--- src/rtl/mul_err_bist_if.sv ---
// mul_err_bist_if: bundle between the error-characterisation engine and its
// host / multiplier-under-test.
//   start        host -> engine   begin a sweep (sampled only while idle)
//   op_a, op_b   engine -> MUT    operand pair under test
//   mut_result   MUT -> engine    product returned by the MUT
//   busy, done   engine -> host   sweep in progress / one-cycle completion pulse
//   err_count, sum_abs_err, max_abs_err, sum_rel_err   engine -> host statistics
//   sum_signed_err  engine -> host, only when MUL_ERR_SIGNED_EN is defined
// The master modport is the engine's view; slave is the host/MUT side.
interface mul_err_bist_if #(
  parameter int N    = 4,
  parameter int FRAC = 8
);
  logic                  start;
  logic [N-1:0]          op_a;
  logic [N-1:0]          op_b;
  logic [2*N-1:0]        mut_result;
  logic                  busy;
  logic                  done;
  logic [2*N:0]          err_count;
  logic [4*N-1:0]        sum_abs_err;
  logic [2*N-1:0]        max_abs_err;
  logic [4*N+FRAC-1:0]   sum_rel_err;
`ifdef MUL_ERR_SIGNED_EN
  logic signed [4*N:0]   sum_signed_err;

  modport master (
    input  start, mut_result,
    output op_a, op_b, busy, done,
    output err_count, sum_abs_err, max_abs_err, sum_rel_err, sum_signed_err
  );
  modport slave (
    output start, mut_result,
    input  op_a, op_b, busy, done,
    input  err_count, sum_abs_err, max_abs_err, sum_rel_err, sum_signed_err
  );
`else
  modport master (
    input  start, mut_result,
    output op_a, op_b, busy, done,
    output err_count, sum_abs_err, max_abs_err, sum_rel_err
  );
  modport slave (
    output start, mut_result,
    input  op_a, op_b, busy, done,
    input  err_count, sum_abs_err, max_abs_err, sum_rel_err
  );
`endif
endinterface

--- src/rtl/mul_err_bist.sv ---
// mul_err_bist: on-chip error characterisation of an external N x N
// approximate multiplier. Sweeps every operand pair (op_a = counter MSBs,
// op_b = counter LSBs), waits LAT cycles for the MUT, compares against the
// exact product and accumulates error count, summed / maximum absolute error
// and summed Q.FRAC relative error (floor(|diff|*2^FRAC/exact), exact != 0).
// Ports:
//   clk   rising-edge clock
//   rst   synchronous active-high reset, overrides everything
//   bus   mul_err_bist_if.master (start, op_a/op_b, mut_result, busy, done,
//         statistics)
// Optional: define MUL_ERR_SIGNED_EN to add sum_signed_err, the two's
// complement sum of (mut_result - exact) over all pairs.
module mul_err_bist #(
  parameter int N    = 4,
  parameter int LAT  = 0,
  parameter int FRAC = 8
) (
  input  logic           clk,
  input  logic           rst,
  mul_err_bist_if.master bus
);
  localparam int PW  = 2 * N;                     // product width
  localparam int DW  = PW + FRAC;                 // dividend / quotient width
  localparam int DCW = $clog2(DW + 1);
  localparam int LW  = (LAT > 0) ? $clog2(LAT + 1) : 1;
  localparam int SW  = 4 * N + FRAC;

  typedef enum logic [2:0] {S_IDLE, S_DRIVE, S_DIV, S_ACCUM, S_DONE} state_t;

  state_t state, state_nxt;

  logic [PW-1:0]  pair_cnt;
  logic [LW-1:0]  lat_cnt;
  logic [DCW-1:0] div_cnt;
  logic [PW-1:0]  exact_r;     // divisor for the relative error
  logic [PW-1:0]  diff_r;
  logic [DW-1:0]  quo;         // holds dividend, shifts into quotient
  logic [PW-1:0]  rem;

  logic [PW:0]    err_r;
  logic [4*N-1:0] sabs_r;
  logic [PW-1:0]  max_r;
  logic [SW-1:0]  srel_r;
`ifdef MUL_ERR_SIGNED_EN
  logic signed [PW:0]  sdiff_r;
  logic signed [4*N:0] ssig_r;
`endif

  // Exact product and magnitude of the MUT error for the pair on the bus.
  logic [PW-1:0] exact_c, diff_c;
  logic          lat_last, div_last, at_end, need_div;

  assign exact_c  = {{N{1'b0}}, bus.op_a} * {{N{1'b0}}, bus.op_b};
  assign diff_c   = (bus.mut_result >= exact_c) ? (bus.mut_result - exact_c)
                                                : (exact_c - bus.mut_result);
  assign lat_last = (lat_cnt == LW'(LAT));
  assign div_last = (div_cnt == '0);
  assign at_end   = (pair_cnt == '1);
  assign need_div = (diff_c != '0) && (exact_c != '0);

  // Restoring-divider step. The remainder is always below the divisor, so
  // the shifted value fits PW+1 bits and the difference fits PW bits.
  logic [PW:0]   shl;
  logic          ge;
  logic [PW-1:0] rem_sub;

  assign shl     = {rem, quo[DW-1]};
  assign ge      = (shl >= {1'b0, exact_r});
  assign rem_sub = shl[PW-1:0] - exact_r;

  always_ff @(posedge clk) begin
    if (rst) state <= S_IDLE;
    else     state <= state_nxt;
  end

  always_comb begin
    state_nxt = state;
    case (state)
      S_IDLE:  if (bus.start) state_nxt = S_DRIVE;
      S_DRIVE: if (lat_last)  state_nxt = need_div ? S_DIV : S_ACCUM;
      S_DIV:   if (div_last)  state_nxt = S_ACCUM;
      S_ACCUM: state_nxt = at_end ? S_DONE : S_DRIVE;
      S_DONE:  state_nxt = S_IDLE;
      default: state_nxt = S_IDLE;
    endcase
  end

  always_ff @(posedge clk) begin
    if (rst) begin
      pair_cnt <= '0;
      lat_cnt  <= '0;
      div_cnt  <= '0;
      exact_r  <= '0;
      diff_r   <= '0;
      quo      <= '0;
      rem      <= '0;
      err_r    <= '0;
      sabs_r   <= '0;
      max_r    <= '0;
      srel_r   <= '0;
`ifdef MUL_ERR_SIGNED_EN
      sdiff_r  <= '0;
      ssig_r   <= '0;
`endif
    end else begin
      case (state)
        S_IDLE: begin
          if (bus.start) begin
            pair_cnt <= '0;
            lat_cnt  <= '0;
            err_r    <= '0;
            sabs_r   <= '0;
            max_r    <= '0;
            srel_r   <= '0;
`ifdef MUL_ERR_SIGNED_EN
            ssig_r   <= '0;
`endif
          end
        end
        S_DRIVE: begin
          if (lat_last) begin
            lat_cnt <= '0;
            exact_r <= exact_c;
            diff_r  <= diff_c;
            rem     <= '0;
            div_cnt <= DCW'(DW - 1);
            // Pairs that skip the divider leave a zero quotient, so ACCUM
            // can always add quo as the relative error.
            quo     <= need_div ? {diff_c, {FRAC{1'b0}}} : '0;
`ifdef MUL_ERR_SIGNED_EN
            sdiff_r <= {1'b0, bus.mut_result} - {1'b0, exact_c};
`endif
          end else begin
            lat_cnt <= lat_cnt + LW'(1);
          end
        end
        S_DIV: begin
          rem     <= ge ? rem_sub : shl[PW-1:0];
          quo     <= {quo[DW-2:0], ge};
          div_cnt <= div_cnt - DCW'(1);
        end
        S_ACCUM: begin
          if (diff_r != '0) begin
            err_r  <= err_r + (PW+1)'(1);
            sabs_r <= sabs_r + (4*N)'(diff_r);
            if (diff_r > max_r) max_r <= diff_r;
          end
          srel_r <= srel_r + SW'(quo);
`ifdef MUL_ERR_SIGNED_EN
          ssig_r <= ssig_r + {{(4*N-PW){sdiff_r[PW]}}, sdiff_r};
`endif
          if (!at_end) pair_cnt <= pair_cnt + PW'(1);
        end
        default: ;
      endcase
    end
  end

  // Operands follow the pair counter, which only moves inside a sweep, so
  // they hold their last value while idle.
  assign bus.op_a        = pair_cnt[PW-1:N];
  assign bus.op_b        = pair_cnt[N-1:0];
  assign bus.busy        = (state == S_DRIVE) || (state == S_DIV) || (state == S_ACCUM);
  assign bus.done        = (state == S_DONE);
  assign bus.err_count   = err_r;
  assign bus.sum_abs_err = sabs_r;
  assign bus.max_abs_err = max_r;
  assign bus.sum_rel_err = srel_r;
`ifdef MUL_ERR_SIGNED_EN
  assign bus.sum_signed_err = ssig_r;
`endif
endmodule

--- src/flat_wrapper.sv ---
// flat-port wrapper written by rule: the top's interface ports become plain ports
module mul_err_bist_flat 
#(
  parameter int N    = 4,
  parameter int LAT  = 0,
  parameter int FRAC = 8
)
  (clk, rst, bus_start, bus_mut_result, bus_op_a, bus_op_b, bus_busy, bus_done, bus_err_count, bus_sum_abs_err, bus_max_abs_err, bus_sum_rel_err);
  mul_err_bist_if #(.N(N), .FRAC(FRAC)) bus_i ();
  input  logic clk;
  input  logic rst;
  input wire logic [$bits(bus_i.start)-1:0] bus_start;
  input wire logic [$bits(bus_i.mut_result)-1:0] bus_mut_result;
  output wire logic [$bits(bus_i.op_a)-1:0] bus_op_a;
  output wire logic [$bits(bus_i.op_b)-1:0] bus_op_b;
  output wire logic [$bits(bus_i.busy)-1:0] bus_busy;
  output wire logic [$bits(bus_i.done)-1:0] bus_done;
  output wire logic [$bits(bus_i.err_count)-1:0] bus_err_count;
  output wire logic [$bits(bus_i.sum_abs_err)-1:0] bus_sum_abs_err;
  output wire logic [$bits(bus_i.max_abs_err)-1:0] bus_max_abs_err;
  output wire logic [$bits(bus_i.sum_rel_err)-1:0] bus_sum_rel_err;
  assign bus_i.start = bus_start;
  assign bus_i.mut_result = bus_mut_result;
  assign bus_op_a = bus_i.op_a;
  assign bus_op_b = bus_i.op_b;
  assign bus_busy = bus_i.busy;
  assign bus_done = bus_i.done;
  assign bus_err_count = bus_i.err_count;
  assign bus_sum_abs_err = bus_i.sum_abs_err;
  assign bus_max_abs_err = bus_i.max_abs_err;
  assign bus_sum_rel_err = bus_i.sum_rel_err;
  mul_err_bist #(.N(N), .LAT(LAT), .FRAC(FRAC)) u_core (.clk(clk), .rst(rst), .bus(bus_i));
endmodule
--- config.mk ---
export PLATFORM = sky130hd
export DESIGN_NAME = mul_err_bist_flat
export DESIGN_NICKNAME = d
export VERILOG_FILES = /design/src/rtl/mul_err_bist_if.sv /design/src/rtl/mul_err_bist.sv /design/src/flat_wrapper.sv
export SDC_FILE = /design/constraint.sdc
export NUM_CORES = 1
export LEC_CHECK = 0
export CORE_MARGIN = 4
export CORE_UTILIZATION = 55
export CTS_CLUSTER_SIZE = 8
export DETAILED_ROUTE_END_ITERATION = 8
export DONT_BUFFER_PORTS = 1
export PLACE_DENSITY = 0.68
export SLEW_MARGIN = 20
export SYNTH_ARGS = -nofsm -noshare
export SYNTH_HDL_FRONTEND = slang
export SYNTH_SLANG_ARGS = --single-unit
--- constraint.sdc ---
create_clock -name clk -period 6.96 [get_ports clk]
set_input_delay 1.392 -clock clk [delete_from_list [all_inputs] [get_ports clk]]
set_output_delay 1.392 -clock clk [all_outputs]
set_load 0.02 [all_outputs]
==> flow_summary.json <==
{
  "crit_end": "u_core.quo[14]",
  "drive_gt1_share_pct": 6.63,
  "max_cap_violations": 0,
  "cpMaxStageDelayCell": "a211oi_2",
  "cts_root_buffer": "clkbuf_16",
  "cts_buffers": 17,
  "outcome": "complete, no violations",
  "r2r_slack_ps": 1180,
  "synth_compound_area_share_pct": 20.5,
  "row_count": 41,
  "required_ps": 7250,
  "fmax_mhz": 173,
  "core_sq_um": 12700,
  "path_depth": 18,
  "synth-simple-area-share_pct": 19.9,
  "synth-seq-cells": 113,
  "synth-edff-count": 0,
  "path_cells": "nand2_1, fa_1, inv_1, fa_1, ha_1, a21o_1, a21o_1, a21o_1, a311oi_1, ha_1, nand4_1, a31oi_1, a211oi_2, mux2i_1, xnor2_1, nand3_1, o211ai_1, o22ai_1",
  "antenna_left": 0,
  "grt_usage_pct": 24.6,
  "antenna_found_initial": 0,
  "initial_core_util_pct": 56.4,
  "place_area_sq_um": 7290,
  "die_h_microns": 122,
  "ys_types": 69,
  "dr.pass1.iters": 5,
  "syn_inst": 858,
  "period_minus_slack_ps": 5780,
  "syn_nets": 949,
  "post_cts_buffers": 0,
  "antenna_cells": 0,
  "synthXorXnorAreaFrac_pct": 5.70,
  "layout_common_cells": "dfxtp_1, nor2_1, nand2_1",
  "cp_max_fo": 11,
  "die_w_microns": 122,
  "drt_wl_total_microns": 17900,
  "crit_path_end_kind": "register",
  "power.density_nw_per_um2": 223,
  "startpoint": "u_core.pair_cnt[3]",
  "vias": 6173,
  "cp_data_arrival_time_ps": 6060,
  "fillCellCount": 1162,
  "die_area_sq_um": 14900,
  "async_reset_ff_share_pct": 0,
  "cp_common_cell": "a21o_1",
  "synthAdderAreaFrac_pct": 14.9,
  "max_stage_delay_ps": 760,
  "synth.area.mux_share_pct": 2.11,
  "ir_drop_mv": 0.177,
  "top_level_ports": 78,
  "finalWeightedCongestion": 0.864,
  "worstReg2RegStart": "u_core.pair_cnt[3]",
  "dp_hpwl_microns": 13000,
  "finalSetupViolCount": 0,
  "avgRoutedWirePerCell_microns": 17.4,
  "ys_seq_area_share_pct": 31.5,
  "r2r_end": "u_core.quo[14]",
  "drt-vias-per-instance": 5.98,
  "first_iter_violations": 365,
  "slew_headroom_pct": 32.2,
  "drc": 0,
  "reg2regPathDepth": 18,
  "final_common_cell": "dfxtp_1",
  "hold_buffers": 0,
  "cts_resized": 0,
  "grt_pass1_wl_microns": 29400,
  "insertion_delay_ps": 420,
  "ctsLongestPathBuffers": 2,
  "htree_levels": 4,
  "hp-class": "register to register",
  "yosysWarnings": 0,
  "p_leak_nw": 3.25,
  "hold_viol": 0,
  "clock_sinks": 113,
  "finClkSkew_ps": 9.25,
  "netlist_area_sq_um": 7180,
  "worst_setup_path_start_kind": "register",
  "ys.flop_type": "dfxtp_1",
  "synth_top_family_by_area": "compound AO/OA/AOI/OAI gates",
  "grt_setup_unrepaired": "false",
  "synth.avg_cell_area_sq_um": 8.37,
  "cp_top_family": "compound AO/OA/AOI/OAI gates",
  "clk_pin_slew_worst_paths_ps": 50,
  "cp_num_buf_inv": 1,
  "grt_pass1_vias": 5986,
  "crit_type": "register to register",
  "fin_area_sq_um": 7890,
  "worstMarginPinSlew_ps": 1010,
  "finalCritPeriodShare_pct": 83.0,
  "port-buffer-count": 0,
  "drv_slew": 0,
  "synthToLayoutAreaGrowth_pct": 9.94,
  "tritoncts": "built",
  "grt_max_degree": 89,
  "tns_ps": 0,
  "overflow": 0,
  "nets": 939
}
-- cell type report --
cell class	count	area (sq um)	area share [%]
Clock buffer	22	474	6.01
Clock inverter	9	131	1.66
Inverter	59	221	2.81
Multi-Input combinational cell	651	4540	57.6
Sequential cell	113	2260	28.7
Tap cell	172	215	2.73
Timing Repair Buffer	6	45.0	0.571
-- cell usage after synthesis (3+ instances only) --
master	number	share of area, %
inv_1	59	3.1
xor2_1	16	2.0
xnor2_1	27	3.3
buf_2	3	0.21
or3_1	14	1.2
a21o_1	21	2.2
a221oi_1	3	0.37
o211ai_1	7	0.73
clkbuf_1	26	1.4
a211oi_1	12	1.3
nand2_1	77	4.0
nor2_1	78	4.1
buf_6	3	0.47
dfxtp_1	113	32
nand2b_1	4	0.35
a21oi_1	68	4.7
mux2i_1	14	2.0
or4_1	5	0.52
a21oi_2	3	0.37
a222oi_1	4	0.56
ha_1	71	12
or2_2	4	0.35
a211oi_2	3	0.52
nand3b_1	5	0.52
nor2b_1	3	0.26
fa_1	9	2.5
nand3_1	32	2.2
and3_1	4	0.35
a31oi_1	4	0.35
nor3b_1	4	0.42
o21bai_1	7	0.73
o21ai_0	27	1.9
o21ai_1	3	0.21
a22oi_1	22	2.3
and2_1	16	1.4
nor4b_1	4	0.49
nor4_1	4	0.35
nor3_1	14	0.98
o31ai_1	3	0.31
nand4_1	17	1.5
o21a_1	3	0.31
o41ai_1	3	0.37
o22ai_1	6	0.52
-- per-layer routing --
| metal | vias up | track usage, % | wire length (microns) |
|---|---|---|---|
| met3 | 34 | 6.27 | 1090 |
| met5 | - | 0 | 0 |
| li1 | 3081 | - | - |
| met1 | 2891 | 31.7 | 7960 |
| met4 | 0 | 8.96 | 341 |
| met2 | 167 | 40.0 | 8530 |
-- state kept, by name, summed over array words and instances, names as in the netlist --
| name | count |
|---|---|
| u_core.diff_r | 8 |
| u_core.div_cnt | 5 |
| u_core.exact_r | 8 |
| u_core.bus.err_count | 9 |
| u_core.pair_cnt | 8 |
| u_core.bus.sum_abs_err | 16 |
| u_core.bus.sum_rel_err | 24 |
| u_core.state | 3 |
| u_core.rem | 8 |
| u_core.quo | 16 |
| u_core.bus.max_abs_err | 8 |
-- power by group --
group	total [mW]	switching, mW	internal [mW]
clock	0.890	0.303	0.587
sequential	0.684	0.0219	0.662
combinational	0.186	0.119	0.0662
total	1.76	0.444	1.32
-- cells by family after synthesis --
group           after synthesis
compound gates              219
flops                       113
simple gates                292
mux                          15
buf+inv                      94
xor+xnor                     45
fa+ha+maj                    80
-- stage by stage --
| step | std cells | utilization [%] | hold slack (ps) | setup slack [ps] | power [mW] |
|---|---|---|---|---|---|
| 2_1_floorplan | 858 | - | 436 | 2070 | 0.841 |
| 3_3_place_gp | 1001 | 57.3 | 442 | 1280 | 0.877 |
| 3_5_place_dp | 1001 | 57.3 | 447 | 1160 | 0.881 |
| 4_1_cts | 1032 | 62.0 | 454 | 1140 | 1.77 |
| 5_1_grt | 1032 | 62.0 | 482 | 738 | 1.83 |
| 6_report | 1032 | 62.0 | 454 | 1180 | 1.76 |
-- how the worst min path moves through the flow --
stage | end | start | slack, ps | depth (start not counted)
global placement | u_core.exact_r[2] | u_core.exact_r[2] | 440 | 2
global route | u_core.rem[7] | u_core.rem[7] | 480 | 2
floorplan | u_core.exact_r[2] | u_core.exact_r[2] | 440 | 2
finish | u_core.rem[7] | u_core.rem[7] | 450 | 2
CTS | u_core.rem[7] | u_core.rem[7] | 450 | 2
detailed placement | u_core.rem[7] | u_core.rem[7] | 450 | 2
-- worst reg2reg max path: cells and delay by family (launching register included) --
| kind | cells | cell delay, ps |
|---|---|---|
| AO/OA/AOI/OAI | 8 | 2320 |
| adder cells (fa/ha/maj) | 4 | 1770 |
| flip-flops | 1 | 550 |
| AND/OR/NAND/NOR | 3 | 440 |
| multiplexers | 1 | 310 |
| XOR/XNOR | 1 | 200 |
| buffers and inverters | 1 | 60 |
(Power assumes the default switching activity.)
